`src/rtl/calibration_pkg.sv`:
```
// Shared definitions for the calibration sequencer: CSR/status bit positions,
// FSM state encoding, default timeout and command/status word builders.
package calibration_pkg;

  localparam int CSR_START_BIT = 31;
  localparam int CSR_TRAIN_BIT = 30;
  localparam int CSR_ABORT_BIT = 29;
  localparam int CSR_INDEX_LSB = 24;

  localparam int STAT_BUSY_BIT    = 31;
  localparam int STAT_TRAIN_BIT   = 30;
  localparam int STAT_TIMEOUT_BIT = 29;
  localparam int STAT_DONE_BIT    = 28;
  localparam int STAT_INDEX_LSB   = 24;

  localparam int CAL_BUSY_BIT = 31;

  localparam int DEFAULT_TIMEOUT_CYCLES = 2**24;
  localparam int WAIT_BUSY_CYCLES       = 4;

  typedef enum logic [2:0] {
    ST_IDLE      = 3'd0,
    ST_ISSUE     = 3'd1,
    ST_WAIT_BUSY = 3'd2,
    ST_WAIT_DONE = 3'd3,
    ST_CAPTURE   = 3'd4,
    ST_NEXT      = 3'd5
  } cal_state_e;

  function automatic logic [31:0] build_command(input logic       start,
                                                input logic       training,
                                                input logic [3:0] channel);
    logic [31:0] cmd;
    cmd                         = 32'h0000_0000;
    cmd[CSR_START_BIT]          = start;
    cmd[CSR_TRAIN_BIT]          = training;
    cmd[CSR_INDEX_LSB +: 4]     = channel;
    return cmd;
  endfunction

  function automatic logic [31:0] build_status(input logic        busy,
                                               input logic        training,
                                               input logic        timeout_err,
                                               input logic        done,
                                               input logic [3:0]  index,
                                               input logic [15:0] mean);
    logic [31:0] stat;
    stat                        = 32'h0000_0000;
    stat[STAT_BUSY_BIT]         = busy;
    stat[STAT_TRAIN_BIT]        = training;
    stat[STAT_TIMEOUT_BIT]      = timeout_err;
    stat[STAT_DONE_BIT]         = done;
    stat[STAT_INDEX_LSB +: 4]   = index;
    stat[15:0]                  = mean;
    return stat;
  endfunction

endpackage

```
`src/rtl/calibration_result_store.sv`:
```
// Per-channel mean storage: one write port, one registered read port that
// returns zero for addresses beyond the populated depth.
module calibration_result_store
  import calibration_pkg::*;
#(
  parameter int DEPTH = 8,
  parameter int WIDTH = 16
) (
  input  logic             clk,
  input  logic             rst_n,
  input  logic             wr_en,
  input  logic [3:0]       wr_addr,
  input  logic [WIDTH-1:0] wr_data,
  input  logic [3:0]       rd_addr,
  output logic [WIDTH-1:0] rd_data
);

  localparam int AW = (DEPTH > 1) ? $clog2(DEPTH) : 1;
  localparam logic [4:0] DEPTH_L = 5'(DEPTH);

  logic [WIDTH-1:0] mem_r [2**AW];
  logic             wr_ok_s;
  logic             rd_ok_s;

  assign wr_ok_s = wr_en && ({1'b0, wr_addr} < DEPTH_L);
  assign rd_ok_s = ({1'b0, rd_addr} < DEPTH_L);

  // storage array and registered read port, all cleared on reset
  always_ff @(posedge clk) begin
    if (!rst_n) begin
      for (int i = 0; i < 2**AW; i++) begin
        mem_r[i] <= '0;
      end
      rd_data <= '0;
    end else begin
      if (wr_ok_s) begin
        mem_r[wr_addr[AW-1:0]] <= wr_data;
      end
      if (rd_ok_s) begin
        rd_data <= mem_r[rd_addr[AW-1:0]];
      end else begin
        rd_data <= '0;
      end
    end
  end

endmodule

```
`src/rtl/calibration_sequencer.sv`:
```
// Walks every ADC channel through the downstream mean-measurement block,
// stores each mean and exposes status plus a selectable result over one CSR.
module calibration_sequencer
  import calibration_pkg::*;
#(
  parameter int ADC_COUNT      = 8,
  parameter int RESULT_WIDTH   = 16,
  parameter int TIMEOUT_CYCLES = DEFAULT_TIMEOUT_CYCLES
) (
  input  logic        sysClk,
  input  logic        sysReset_n,
  input  logic        csrStrobe,
  input  logic [31:0] GPIO_OUT,
  output logic [31:0] readout,
  output logic        calStrobe,
  output logic [31:0] calCommand,
  input  logic [31:0] calReadout
);

  localparam int CW     = (ADC_COUNT > 1) ? $clog2(ADC_COUNT) : 1;
  localparam int TW_RAW = $clog2(TIMEOUT_CYCLES);
  localparam int TW     = (TW_RAW < 3) ? 3 : TW_RAW;

  localparam logic [CW-1:0] LAST_CH  = CW'(ADC_COUNT - 1);
  localparam logic [TW-1:0] TMO_LAST = TW'(TIMEOUT_CYCLES - 1);
  localparam logic [TW-1:0] WB_LAST  = TW'(WAIT_BUSY_CYCLES - 1);
  localparam logic [TW-1:0] TMO_SAT  = {TW{1'b1}};

  cal_state_e        state_r;
  cal_state_e        state_next_s;
  logic [CW-1:0]     channel_r;
  logic [CW-1:0]     channel_next_s;
  logic [TW-1:0]     tcnt_r;
  logic [TW-1:0]     tcnt_next_s;
  logic              busy_r;
  logic              busy_next_s;
  logic              done_r;
  logic              done_next_s;
  logic              timeout_err_r;
  logic              timeout_next_s;
  logic              training_on_r;
  logic              training_next_s;
  logic [3:0]        index_r;
  logic [3:0]        index_next_s;
  logic              cal_strobe_r;
  logic              strobe_next_s;
  logic [31:0]       cal_command_r;
  logic [31:0]       command_next_s;
  logic              train_strobe_s;
  logic              store_wr_s;
  logic [RESULT_WIDTH-1:0] mean_raw_s;

  logic csr_start_s;
  logic csr_abort_s;
  logic cal_busy_s;
  logic unused_inputs_s;

  assign csr_start_s     = csrStrobe && GPIO_OUT[CSR_START_BIT];
  assign csr_abort_s     = csrStrobe && GPIO_OUT[CSR_ABORT_BIT];
  assign cal_busy_s      = calReadout[CAL_BUSY_BIT];
  assign training_next_s = csrStrobe ? GPIO_OUT[CSR_TRAIN_BIT] : training_on_r;
  assign index_next_s    = csrStrobe ? GPIO_OUT[CSR_INDEX_LSB +: 4] : index_r;
  assign unused_inputs_s = ^{GPIO_OUT[28], GPIO_OUT[23:0], calReadout[30:RESULT_WIDTH]};

  // FSM state register
  always_ff @(posedge sysClk) begin
    if (!sysReset_n) begin
      state_r <= ST_IDLE;
    end else begin
      state_r <= state_next_s;
    end
  end

  // next-state logic; abort outranks everything outside IDLE
  always_comb begin
    state_next_s = state_r;
    if (csr_abort_s && (state_r != ST_IDLE)) begin
      state_next_s = ST_IDLE;
    end else begin
      case (state_r)
        ST_IDLE: begin
          if (csr_start_s && !csr_abort_s) begin
            state_next_s = ST_ISSUE;
          end else begin
            state_next_s = ST_IDLE;
          end
        end
        // ISSUE holds until its strobe has gone out, so a strobe issued the
        // previous cycle never sits back-to-back with the channel strobe
        ST_ISSUE: begin
          if (cal_strobe_r) begin
            state_next_s = ST_WAIT_BUSY;
          end else begin
            state_next_s = ST_ISSUE;
          end
        end
        ST_WAIT_BUSY: begin
          if (cal_busy_s) begin
            state_next_s = ST_WAIT_DONE;
          end else if (tcnt_r >= WB_LAST) begin
            state_next_s = ST_IDLE;
          end else begin
            state_next_s = ST_WAIT_BUSY;
          end
        end
        ST_WAIT_DONE: begin
          if (!cal_busy_s) begin
            state_next_s = ST_CAPTURE;
          end else if (tcnt_r >= TMO_LAST) begin
            state_next_s = ST_IDLE;
          end else begin
            state_next_s = ST_WAIT_DONE;
          end
        end
        ST_CAPTURE: state_next_s = ST_NEXT;
        ST_NEXT: begin
          if (channel_r == LAST_CH) begin
            state_next_s = ST_IDLE;
          end else begin
            state_next_s = ST_ISSUE;
          end
        end
        default: state_next_s = ST_IDLE;
      endcase
    end
  end

  // per-state control and next values of the registered outputs
  always_comb begin
    channel_next_s = channel_r;
    tcnt_next_s    = tcnt_r;
    busy_next_s    = busy_r;
    done_next_s    = done_r;
    timeout_next_s = timeout_err_r;
    train_strobe_s = 1'b0;
    store_wr_s     = 1'b0;
    if (csr_abort_s && (state_r != ST_IDLE)) begin
      busy_next_s = 1'b0;
      done_next_s = 1'b0;
    end else begin
      case (state_r)
        ST_IDLE: begin
          if (csr_start_s && !csr_abort_s) begin
            channel_next_s = '0;
            done_next_s    = 1'b0;
            timeout_next_s = 1'b0;
            busy_next_s    = 1'b1;
          end else if (csrStrobe && !GPIO_OUT[CSR_START_BIT]) begin
            train_strobe_s = 1'b1;
          end else begin
            train_strobe_s = 1'b0;
          end
        end
        ST_ISSUE: tcnt_next_s = '0;
        ST_WAIT_BUSY, ST_WAIT_DONE: begin
          if (tcnt_r != TMO_SAT) begin
            tcnt_next_s = tcnt_r + TW'(1);
          end else begin
            tcnt_next_s = tcnt_r;
          end
          if (state_next_s == ST_IDLE) begin
            timeout_next_s = 1'b1;
            busy_next_s    = 1'b0;
          end else begin
            timeout_next_s = timeout_err_r;
          end
        end
        ST_CAPTURE: store_wr_s = 1'b1;
        ST_NEXT: begin
          if (channel_r == LAST_CH) begin
            done_next_s = 1'b1;
            busy_next_s = 1'b0;
          end else begin
            channel_next_s = channel_r + CW'(1);
          end
        end
        default: busy_next_s = 1'b0;
      endcase
    end

    strobe_next_s  = !cal_strobe_r && ((state_next_s == ST_ISSUE) || train_strobe_s);
    command_next_s = cal_command_r;
    if (strobe_next_s) begin
      if (state_next_s == ST_ISSUE) begin
        command_next_s = build_command(1'b1, training_next_s, 4'(channel_next_s));
      end else begin
        command_next_s = build_command(1'b0, training_next_s, 4'b0000);
      end
    end else begin
      command_next_s = cal_command_r;
    end
  end

  // datapath and output registers
  always_ff @(posedge sysClk) begin
    if (!sysReset_n) begin
      channel_r     <= '0;
      tcnt_r        <= '0;
      busy_r        <= 1'b0;
      done_r        <= 1'b0;
      timeout_err_r <= 1'b0;
      training_on_r <= 1'b0;
      index_r       <= 4'h0;
      cal_strobe_r  <= 1'b0;
      cal_command_r <= 32'h0000_0000;
    end else begin
      channel_r     <= channel_next_s;
      tcnt_r        <= tcnt_next_s;
      busy_r        <= busy_next_s;
      done_r        <= done_next_s;
      timeout_err_r <= timeout_next_s;
      training_on_r <= training_next_s;
      index_r       <= index_next_s;
      cal_strobe_r  <= strobe_next_s;
      cal_command_r <= command_next_s;
    end
  end

  calibration_result_store #(
    .DEPTH (ADC_COUNT),
    .WIDTH (RESULT_WIDTH)
  ) u_store (
    .clk     (sysClk),
    .rst_n   (sysReset_n),
    .wr_en   (store_wr_s),
    .wr_addr (4'(channel_r)),
    .wr_data (calReadout[RESULT_WIDTH-1:0]),
    .rd_addr (index_r),
    .rd_data (mean_raw_s)
  );

  assign calStrobe  = cal_strobe_r;
  assign calCommand = cal_command_r;
  assign readout    = build_status(busy_r, training_on_r, timeout_err_r, done_r,
                                   index_r, 16'(mean_raw_s));

endmodule

```
`config.mk`:
```
export PLATFORM = sky130hd
export DESIGN_NAME = calibration_sequencer
export DESIGN_NICKNAME = d
export VERILOG_FILES = /design/src/rtl/calibration_pkg.sv /design/src/rtl/calibration_result_store.sv /design/src/rtl/calibration_sequencer.sv
export SDC_FILE = /design/constraint.sdc
export NUM_CORES = 1
export LEC_CHECK = 0
export BUFFER_PORTS_ARGS = -buffer_cell sky130_fd_sc_hd__buf_2
export CORE_MARGIN = 5
export CORE_UTILIZATION = 40
export CTS_CLUSTER_SIZE = 28
export DETAILED_ROUTE_END_ITERATION = 8
export GPL_TIMING_DRIVEN = 0
export HOLD_SLACK_MARGIN = 0.12
export PLACE_DENSITY = 0.71
export SETUP_SLACK_MARGIN = 0.15
export SKIP_CTS_REPAIR_TIMING = 1
export SLEW_MARGIN = 20
export SYNTH_ARGS = -nofsm -noshare
export SYNTH_HDL_FRONTEND = slang
export SYNTH_HIERARCHICAL = 1
export SYNTH_SLANG_ARGS = --single-unit
```
`constraint.sdc`:
```
create_clock -name sysClk -period 3.1 [get_ports sysClk]
set_input_delay 0.465 -clock sysClk [delete_from_list [all_inputs] [get_ports sysClk]]
set_output_delay 0.465 -clock sysClk [all_outputs]
set_load 0.01 [all_outputs]
```
# Yosys cells after proc, flatten, opt, wreduce, memory -nomap -nowiden
# Memories as Yosys holds them, arrays and structs flattened. A register that Yosys moved wholly into a read port is not among the register bits.
# Cells that the tools add are included.
classes:
  n_addsub: 2
  eq_ne: 12
  order_cmp: 4
  n_bitwise: 3
  reduce_logical: 27
  muxes: 39
ops:
  columns: ["op", "n"]
  rows:
  - ["$pmux 24 s2", 1]
  - ["$mux 32", 1]
  - ["$add 24x1->24 const B", 1]
  - ["$ge 24x2->1 const B", 1]
  - ["$ge 24x24->1 const B", 1]
  - ["$mux 24", 1]
  - ["$ne 24x24->1 const B", 1]
  - ["$mux 1", 20]
  - ["$mux 3", 6]
  - ["$pmux 3 s6", 1]
  - ["$mux 16", 1]
  - ["$reduce_or 16->1", 1]
  - ["$eq 3x3->1 const B", 3]
  - ["$mux 2", 4]
  - ["$ne 2x2->1 const B", 4]
  - ["$reduce_and 4->1", 2]
  - ["$logic_and 1x1->1", 7]
  - ["$eq 3x1->1 const B", 2]
  - ["$eq 3x2->1 const B", 2]
  - ["$logic_not 3->1", 2]
  - ["$pmux 3 s2", 1]
  - ["$reduce_and 3->1", 2]
  - ["$reduce_bool 2->1", 3]
  - ["$reduce_or 2->1", 3]
  - ["other kinds (10)", 16]
totals:
  inputBits: 67
  memories: 1
  output_inout_bits: 65
  ram_bits: 128
  word_cells: 98
  regBits: 71
mem_list:
  columns: ["memory", "words", "width", "read_ports", "rd_clocked_by_memory_dff", "write_ports", "line", "source"]
  rows:
  - ["u_store.mem_r", 8, 16, 1, 1, 8, "calibration_result_store.sv:21", "logic [WIDTH-1:0] mem_r [2**AW];"]

# Logic depth before layout (Yosys ltp)
# Gate-level depths: netlist (run 1).
depth:
  depth_word: 9
  mapped_depth: 8
  depth_no_buf: 7

# Modules after synthesis
# Netlist (run 1), hierarchy kept.
modules_own_cells:
  columns: ["module", "area_per_inst_um2", "cells_each", "seq_area_each_um2", "instances"]
  rows:
  - ["calibration_result_store", 6192.2, 432, 4164.0, 1]
  - ["calibration_sequencer", 2447.3, 292, 880.8, 1]

# Worst setup path before layout (run 1)
# No wires, ideal clock.
synth_path:
  path_kind: "input to register"
  startpoint: "input port csrStrobe"
  endpoint: "memory u_store.mem_r[3][0] (enable)"
  n_path_buf: 1
  arrival_time_ps: 2428
  t_required_ps: 2689
  cell_stages: 5
  setup_ps: 411
  slack_ps: 261
  path_cell_list: "buf_2 > nand2_1 > and3_1 > nand4bb_1 > o21ai_0"
synth_rtl:
  columns: ["element", "line", "source"]
  rows:
  - ["start, declared", "calibration_sequencer.sv:12", "input logic csrStrobe,"]
  - ["end, declared", "calibration_result_store.sv:21", null]

==> reports/summary.txt, run 1 <==
Final Util: 48.0%
met2 WL: 8650 um
hpwl dp: 13,100 um
Num CTS Buffers: 17
Post-Synthesis Cell Area: 8640 um^2
PortBufs: 55
r2r setup slk: 310 ps
Final Hold Viols: 0
most common cell after layout, fill and taps aside: and2_1
top cell type by total area after synthesis: edfxtp_1
Req. time, crit path: 3400 ps
number of cells on the critical path: 6
CTS tree: done
CP Launch Point: state_r[2]
RR Endpoint: u_store/mem_r[0][8]
CP top delay family: simple AND/OR/NAND/NOR gates
fmax: 359 MHz
Slew @ Worst Pin: 766 ps
CP endpoint kind: flip-flop
DR WL/cell: 15.9 um
critical path peak fanout: 10
outcome: finished clean
cell breakdown of the critical path: clkbuf_1, and3_1, nand4bb_1, nor3_2, clkbuf_1, and2_1
Worst-Skew Late Latency: 430 ps
clk buf depth: 2
routability cong.: 0.870
RSZ-0062 raised after global routing: true
maximum resistive drop on vdd: 0.374 mV
Total Wirelength: 17,900 um
share of layout cells above drive strength 1: 20.2%
Worst R2R Start: state_r[2]
first-pass GRT wire length: 28,300 um
CTS Sinks: 188
top layer used by detailed routing: met5
core area: 21,200 um^2
Top cell by count, worst path: clkbuf_1
worst setup path endpoint: u_store/mem_r[0][8]
met3 wire length: 1030 um
ys flop type: edfxtp_1
H-tree depth: 4
PwrDens: 546 nW/um^2
initial core utilization: 40.8%
I/O Pins: 132
row count: 53
crit start category: flip-flop
final setup vio count: 0
fin nets: 909
Netlist cell types: 56
CP Buf/Inv Count: 2
die height: 157 um
Die X: 157 um
die footprint: 24,600 um^2
Max Cap Viol: 0
ys async rst share: 0%
R2R depth: 6
most frequent cells in the layout: and2_1, edfxtp_1, mux2i_1
Setup TNS Final: 0 ps
DRT antenna net count: 0
Clock Pin Slew Worst Setup and Hold Paths: 70 ps
post-DR vias/cell: 4.91
initial drt markers: 376
number of synthesized flops with an enable pin: 128
hold_ws: 277 ps
CTS root buf: clkbuf_16
post-placement cell count: 1,096
met1 wire length: 7920 um
vias: 5,545
share of the synthesized area in the top cell type: 44.5%
crit share post-route: 90.0%
Worst Hold Class: in -> reg
total track usage: 14.7%
max-slew violations: 0
vias in the first global route: 5,296
P_leak: 3.99 nW
Ys Warns: 6
crit path max-delay cell type: nor3_2
DR pass1 iterations: 5
DRC Markers: 0
setup skew after layout: 11.6 ps
crit-path max cell delay: 510 ps
Finished Layout Cells: 1,130
Tmin final: 2790 ps
grt ovf: 0
synthesis-to-finish area growth: 17.5%
Synth Instances: 724
PnR Total Power: 5.54 mW
#FFs+latches synth: 188
CP Class: reg -> reg
Mean Syn Cell Area: 11.9 um^2
ranking of synthesized cells by area: edfxtp_1, dfxtp_1, and2_1
Worst EP arrival: 3090 ps
Worst slew margin: 48.5%
largest net degree at the start of global routing: 20
initial antenna violation count: 2
sequential share of the synthesized area: 58.4%
## tightest hold or removal path, stage by stage
cell and delay [ps]:
buf_2 70, mux2i_1 50, nor2_1 70
## cell usage after synthesis, drive strengths merged, types with 15 or more instances
library cell    n
o21ai          18
buf            52
mux2i          69
xor2           15
or2            16
o22ai          33
clkbuf         22
nor2           41
nand2          18
edfxtp        128
and2          133
dfxtp          60
## per-stage QoR
stage          cell area (um^2)  setup WS (ps)
2_1_floorplan              8770            261
3_3_place_gp               9390           -829
3_5_place_dp               9490          -74.1
4_1_cts                   10100          -85.7
5_1_grt                   10200           90.9
6_report                  10200            311
## where the power goes
part           total [mW]  leakage, nW  internal [mW]  switching (mW)
sequential           2.78         1.79           2.76          0.0296
clock                2.33        0.314           1.32            1.01
combinational       0.423         1.88          0.169           0.254
total                5.54         3.99           4.24            1.30
## layer usage
metal,GRT usage (%),up-vias
met1,19.2,2609
met3,3.38,29
met2,24.4,132
li1,-,2773
met4,4.92,2
met5,0,-
## cell families after synthesis
| group | after synthesis | synth area share [%] |
|---|---|---|
| mux | 70 | 8.12 |
| flops | 188 | 58.4 |
| compound gates | 80 | 6.05 |
| xor+xnor | 20 | 2.03 |
| fa+ha+maj | 2 | 0.290 |
| buf+inv | 79 | 5.40 |
| other cells | 1 | 0.0434 |
| simple gates | 284 | 19.7 |
## sequential cells by signal, summed over array words and instances (netlist names)
| signal | cells |
|---|---|
| done_r | 1 |
| tcnt_r | 24 |
| training_on_r | 1 |
| u_store/rd_data | 16 |
| state_r | 3 |
| timeout_err_r | 1 |
| calStrobe | 1 |
| calCommand | 5 |
| index_r | 4 |
| channel_r | 3 |
| u_store/mem_r | 128 |
| busy_r | 1 |
## worst min-delay path by stage
stage	cells after the start	from	end	slack, ps
final	3	GPIO_OUT[24]	index_r[0]	280
after global routing	3	GPIO_OUT[24]	index_r[0]	270
after CTS	3	GPIO_OUT[24]	index_r[0]	260
after detailed placement	2	calCommand[31]	calCommand[31]	440
after global placement	2	calCommand[31]	calCommand[31]	440
after floorplan	2	busy_r	busy_r	450
## area by class of cell
class	count	area (um^2)
well taps	275	344
flip-flops and latches	188	5040
repair buffers	61	350
multi-input cells	493	3300
inverters	5	18.8
plain buffers	74	448
diodes	2	5.00
clock buffers	17	425
clock inverters	15	221
fillers	1858	11000
No activity file was read; power rests on OpenSTA's default activity.
==> run 2, diff against run 1 <==
--- a/config.mk
+++ b/config.mk
@@ -5,6 +5,7 @@
 export SDC_FILE = /design/constraint.sdc
 export NUM_CORES = 1
 export LEC_CHECK = 0
+export ABC_AREA = 1
 export BUFFER_PORTS_ARGS = -buffer_cell sky130_fd_sc_hd__buf_2
 export CORE_MARGIN = 5
 export CORE_UTILIZATION = 40
@@ -12,7 +13,7 @@
 export DETAILED_ROUTE_END_ITERATION = 8
 export GPL_TIMING_DRIVEN = 0
 export HOLD_SLACK_MARGIN = 0.12
-export PLACE_DENSITY = 0.71
+export PLACE_DENSITY = 0.7
 export SETUP_SLACK_MARGIN = 0.15
 export SKIP_CTS_REPAIR_TIMING = 1
 export SLEW_MARGIN = 20
==> constraint.sdc (replaced) <==
create_clock -name sysClk -period 3.1 [get_ports sysClk]
set_input_delay 0.465 -clock sysClk [delete_from_list [all_inputs] [get_ports sysClk]]
set_output_delay 0.465 -clock sysClk [all_outputs]
set_load 0.02 [all_outputs]
==> run 2 against run 1 <==
Critical path depth rose by 2. Sequential power barely moved. Register-to-register slack improved by 250 ps. Critical endpoint is now u_store/mem_r[5][3]. Largest cell class unchanged. Highest routed layer unchanged.
==> reports/summary.txt, run 2 <==
outcome: finished clean
most common library cells after synthesis: nand2_1, nor2_1, inv_1
total track usage: 16.9% (+2.1 points)
final setup vio count: 0 (unchanged)
clk buf depth: 2 (unchanged)
CTS Sinks: 188 (unchanged)
hpwl dp: 15,800 um (+20%)
vias: 7,465 (+35%)
die footprint: 26,600 um^2 (+7.8%)
initial core utilization: 40.2% (-0.59 points)
share of the synthesized area in the top cell type: 41.1% (-3.4 points)
largest net degree at the start of global routing: 17 (-15%)
core area: 23,300 um^2 (+10%)
CP endpoint kind: flip-flop
first-pass GRT wire length: 35,000 um (+24%)
Total Wirelength: 22,400 um (+25%)
DRC Markers: 0 (unchanged)
PwrDens: 508 nW/um^2 (-6.9%)
ranking of synthesized cells by area: edfxtp_1, dfxtp_1, nand2_1
max reg flops: 128 (unchanged)
Final Util: 46.1% (-1.9 points)
hold path startpoint: GPIO_OUT[27]
grt ovf: 0 (unchanged)
Netlist cell types: 41 (-27%)
Max Cap Viol: 0 (unchanged)
DR WL/cell: 14.0 um (-12%)
initial antenna violation count: 1 (-1)
Largest regs: u_store/mem_r: 128 flops, tcnt_r: 24 flops, u_store/rd_data: 16 flops
most common cell after layout, fill and taps aside: nand2_1
Clock Pin Slew Worst Setup and Hold Paths: 70 ps (about the same)
H-tree depth: 4 (unchanged)
Ys Warns: 6 (unchanged)
post-DR vias/cell: 4.66 (-5.0%)
fin nets: 1,338 (+47%)
row count: 56 (+5.7%)
routability cong.: 0.878 (+0.93%)
crit share post-route: 81.9% (-8.0 points)
I/O Pins: 132 (unchanged)
DR pass1 iterations: 5 (unchanged)
setup skew after layout: 8.74 ps (-2.85 ps)
Worst R2R Start: state_r[1]
number of synthesized flops with an enable pin: 128 (unchanged)
vias in the first global route: 7,042 (+33%)
Fillers: 2,273 (+22%)
die height: 163 um (+3.8%)
max-slew violations: 0 (unchanged)
maximum resistive drop on vdd: 0.346 mV (-7.5%)
Worst-Skew Late Latency: 440 ps (about the same)
CTS tree: done
antenna cells: 0 (-2)
Hold Path Stages: 3 (unchanged)
Worst slew margin: 44.1% (-4.3 points)
Tmin final: 2540 ps (-249 ps)
Die X: 163 um (+3.8%)
#FFs+latches synth: 188 (unchanged)
RSZ-0062 raised after global routing: false
PortBufs: 54 (-1.8%)
Worst Hold Class: in -> reg
Slew @ Worst Pin: 836 ps (+70.0 ps)
fmax: 394 MHz (+9.8%)
CP Class: reg -> reg
Req. time, crit path: 3160 ps (-240 ps)
crit start category: flip-flop
Worst EP arrival: 2600 ps (-490 ps)
Num CTS Buffers: 17 (unchanged)
CP Launch Point: state_r[1]
Synth Instances: 1,161 (+60%)
Post-Synthesis Cell Area: 9360 um^2 (+8.4%)
ys flop type: edfxtp_1
P_leak: 4.95 nW (+24%)
Most flops, register: u_store/mem_r
Final Hold Viols: 0 (unchanged)
top cell type by total area after synthesis: edfxtp_1
Mean Syn Cell Area: 8.06 um^2 (-32%)
share of layout cells above drive strength 1: 14.4% (-5.8 points)
CTS root buf: clkbuf_16
synthesis-to-finish area growth: 14.5%
DRT antenna net count: 0 (unchanged)
sequential share of the synthesized area: 53.9% (-4.5 points)
critical path peak fanout: 16 (+6)
R2R depth: 8 (+2)
Setup TNS Final: 0 ps (unchanged)
ys async rst share: 0% (unchanged)
most frequent cells in the layout: nand2_1, nor2_1, inv_1
initial drt markers: 563 (+50%)
top-count cell post-synth: nand2_1
run 2: changes by cell type after synthesis, moves of 10 or more:
cell | previous run | this run
nand2_1 | 18 | 264
nor2_1 | 41 | 233
inv_1 | 5 | 179
and2_1 | 132 | 0
nand3_1 | 10 | 99
mux2i_1 | 69 | 1
o22ai_1 | 33 | 0
a21oi_1 | 10 | 28
nand2_2 | 0 | 14
xor2_1 | 15 | 4
nor3_1 | 5 | 15
run 2: cell type report:
cell class / instances / area (um^2) / area share (%)
well taps: 319 / 399 / 3.72
clock inverters: 14 / 124 / 1.16
clock buffers: 18 / 429 / 4.00
multi-input cells: 745 / 3210 / 30.0
plain buffers: 79 / 544 / 5.08
repair buffers: 54 / 270 / 2.52
flip-flops and latches: 188 / 5040 / 47.1
inverters: 184 / 691 / 6.44
run 2: kinds of logic (layout without fill, tap and decap cells):
kind of cell             after synthesis  in the layout  synth area share, %
XOR/XNOR                               5              5                0.468
flip-flops                           188            188                 53.9
multiplexers                           1              1                0.107
other                                  1             36               0.0401
AND/OR/NAND/NOR                      651            651                 29.1
AO/OA/AOI/OAI                         50             50                 2.91
adder cells (fa/ha/maj)                2              2                0.267
buffers and inverters                263            349                 13.2
run 2: path summary, 6_finish.rpt:
check                   endpoint  slack [ps]
min                   index_r[3]         250
max          u_store/mem_r[5][3]         560
max reg2reg  u_store/mem_r[5][3]         560
min reg2reg       calCommand[31]         470
run 2: stage by stage:
| step | hold WS (ps) | power (mW) | cell area (um^2) | std cells | setup WS (ps) |
|---|---|---|---|---|---|
| after floorplan | 453 | 3.25 | 9490 | 1196 | 870 |
| after global placement | 453 | 3.43 | 10200 | 1569 | 409 |
| after detailed placement | 457 | 3.44 | 10200 | 1569 | 376 |
| after CTS | 239 | 5.47 | 10700 | 1601 | 550 |
| after global routing | 248 | 5.64 | 10700 | 1601 | 363 |
| final | 254 | 5.44 | 10700 | 1601 | 560 |
run 2: critical path: stages, from the launching register on:
cell      delay (ps)
dfxtp_1          350
nor2_1           220
nand2_1          120
nor2_1           190
nand3b_4         130
nor2_4           170
nand2_2          180
buf_6            200
nand2_1          620
run 2: per-layer routing:
layer	vias up	wire, um	part of all wire (%)	GRT usage, %
met1	3380	9560	43	21.7
met5	-	7	0.031	0
li1	3762	-	-	-
met3	38	1820	8.1	3.57
met2	283	10600	47	27.8
met4	2	499	2.2	6.86
run 2: power breakdown:
part           switching (mW)  internal, mW  total (mW)
combinational           0.422         0.177       0.599
sequential             0.0315          2.76        2.79
clock                   0.950          1.11        2.06
==> run 3, diff against run 2 <==
--- a/config.mk
+++ b/config.mk
@@ -5,7 +5,7 @@
 export SDC_FILE = /design/constraint.sdc
 export NUM_CORES = 1
 export LEC_CHECK = 0
-export ABC_AREA = 1
+export ABC_AREA = 0
 export BUFFER_PORTS_ARGS = -buffer_cell sky130_fd_sc_hd__buf_2
 export CORE_MARGIN = 5
 export CORE_UTILIZATION = 40
@@ -13,7 +13,7 @@
 export DETAILED_ROUTE_END_ITERATION = 8
 export GPL_TIMING_DRIVEN = 0
 export HOLD_SLACK_MARGIN = 0.12
-export PLACE_DENSITY = 0.7
+export PLACE_DENSITY = 0.71
 export SETUP_SLACK_MARGIN = 0.15
 export SKIP_CTS_REPAIR_TIMING = 1
 export SLEW_MARGIN = 20
==> constraint.sdc (replaced) <==
create_clock -name sysClk -period 2.5 [get_ports sysClk]
set_input_delay 0.375 -clock sysClk [delete_from_list [all_inputs] [get_ports sysClk]]
set_output_delay 0.375 -clock sysClk [all_outputs]
set_load 0.02 [all_outputs]
==> run 3 against run 2 <==
Sequential cell count stayed put. Setup slack worse by 490 ps. Critical path type unchanged. Combinational power hardly changed. Highest routed layer unchanged. Non-clock buffer count is 7 higher. Cell count is 29% lower. Sequential share of layout area is 2.0 points higher. Total power is 24% higher. Global-route usage is 1.7 points lower.
==> reports/summary.txt, run 3 (synthesis gave the netlist of run 1 again) <==
outcome: finished clean
Place WS: -682 ps (-1060 ps)
DR WL/cell: 16.2 um (+16%)
crit share post-route: 97.4% (+15 points)
DR pass1 iterations: 5 (unchanged)
PwrDens: 655 nW/um^2 (+29%)
RSZ-0062 raised after global routing: true
routability cong.: 0.857 (-2.3%)
initial antenna violation count: 5 (+4)
maximum resistive drop on vdd: 0.521 mV (+51%)
PortBufs: 55 (+1.9%)
PnR Total Power: 6.75 mW (+24%)
Clock Pin Slew Worst Setup and Hold Paths: 70 ps (about the same)
fin nets: 914 (-32%)
CTS root buf: clkbuf_16
initial drt markers: 463 (-18%)
hpwl dp: 13,100 um (-17%)
total track usage: 15.1% (-1.7 points)
DRC Markers: 0 (unchanged)
crit start category: flip-flop
grt ovf: 0 (unchanged)
H-tree depth: 4 (unchanged)
Worst Hold Class: in -> reg
setup skew after layout: 11.0 ps (+2.30 ps)
I/O Pins: 132 (unchanged)
P_leak: 4.04 nW (-18%)
Finished Layout Cells: 1,135 (-29%)
max reg flops: 128 (unchanged)
Num CTS Buffers: 17 (unchanged)
core area: 21,200 um^2 (-9.1%)
Worst EP arrival: 2750 ps (+150 ps)
Max Cap Viol: 0 (unchanged)
clk buf depth: 2 (unchanged)
most frequent cells in the layout: and2_1, edfxtp_1, mux2i_1
Seq. cell area: 5050 um^2 (+0.15%)
first-pass GRT wire length: 28,700 um (-18%)
Largest regs: u_store/mem_r: 128 flops, tcnt_r: 24 flops, u_store/rd_data: 16 flops
Worst slew margin: 53.5% (+9.4 points)
vias in the first global route: 5,291 (-25%)
Tmin final: 2430 ps (-105 ps)
post-placement cell count: 1,096 (-30%)
area of the multi-input gates: 3420 um^2 (+6.4%)
initial core utilization: 40.8% (+0.59 points)
final setup vio count: 0 (unchanged)
CP Class: reg -> reg
CTS tree: done
Setup TNS Final: 0 ps (unchanged)
DRT antenna net count: 0 (unchanged)
Req. time, crit path: 2820 ps (-340 ps)
fmax: 411 MHz (+4.3%)
row count: 53 (-5.4%)
die footprint: 24,600 um^2 (-7.3%)
Final WS setup: 65.1 ps (-495 ps)
Fillers: 1,850 (-19%)
CTS Sinks: 188 (unchanged)
Final Hold Viols: 0 (unchanged)
post-DR vias/cell: 4.99 (+7.1%)
critical path peak fanout: 8 (-8)
share of layout cells above drive strength 1: 23.8% (+9.4 points)
hold_ws: 185 ps (-69.2 ps)
CP endpoint kind: flip-flop
synthesis-to-finish area growth: 19.2%
Worst-Skew Late Latency: 430 ps (about the same)
Slew @ Worst Pin: 691 ps (-145 ps)
Total Wirelength: 18,400 um (-18%)
max-slew violations: 0 (unchanged)
die height: 157 um (-3.7%)
Die X: 157 um (-3.7%)
largest net degree at the start of global routing: 20 (+3)
most common cell after layout, fill and taps aside: and2_1
vias: 5,669 (-24%)
Most flops, register: u_store/mem_r
-- run 3: cell count changes in the layout (fill, tap and decap cells not counted), moves of 68 or more --
cell | previous run | this run
inv_1 | 179 | 5
nand3_1 | 99 | 10
nor2_1 | 233 | 34
and2_1 | 0 | 131
mux2i_1 | 1 | 69
nand2_1 | 264 | 18
-- run 3: metal layers --
layer / wire length (um) / track usage, % / vias to the layer above
li1: - / - / 2783
met1: 8030 / 19.6 / 2720
met2: 9000 / 24.7 / 138
met3: 1060 / 4.01 / 22
met4: 257 / 5.25 / 6
met5: 22 / 0 / -
-- run 3: final timing paths --
path,endpoint,slack (ps),cells past startpoint,startpoint
worst max-delay path,calCommand[30],70,8,state_r[1]
worst min register to register,calCommand[31],460,2,calCommand[31]
worst min-delay path,index_r[2],180,3,GPIO_OUT[26]
worst max register to register,calCommand[30],70,8,state_r[1]
-- run 3: power by group --
group          total [mW]  leakage, nW  internal (mW)  switching (mW)
clock network        2.70        0.293           1.43            1.26
logic               0.599         1.95          0.227           0.372
registers            3.45         1.80           3.41          0.0373
total                6.75         4.04           5.07            1.67
-- run 3: final cells by class --
cell class	instances	area share (%)
repair buffers	66	3.80
flip-flops and latches	188	49.1
clock buffers	17	4.13
inverters	5	0.182
plain buffers	74	4.47
clock inverters	15	1.73
diodes	2	0.0486
well taps	275	3.34
multi-input cells	493	33.2
-- run 3: per-stage QoR --
step	area, um^2	utilization, %
floorplan	8770	-
global placement	9390	44.4
detailed placement	9500	44.9
CTS	10100	47.7
global route	10300	48.7
finish	10300	48.7
-- run 3: worst max-delay path: stages, from the launching register on --
cell and delay, ps:
dfxtp_1 300, clkbuf_1 190, nor2b_1 180, clkbuf_2 200
a32oi_2 320, o2111ai_1 190, or4_4 470, and2_4 180
mux2_4 290
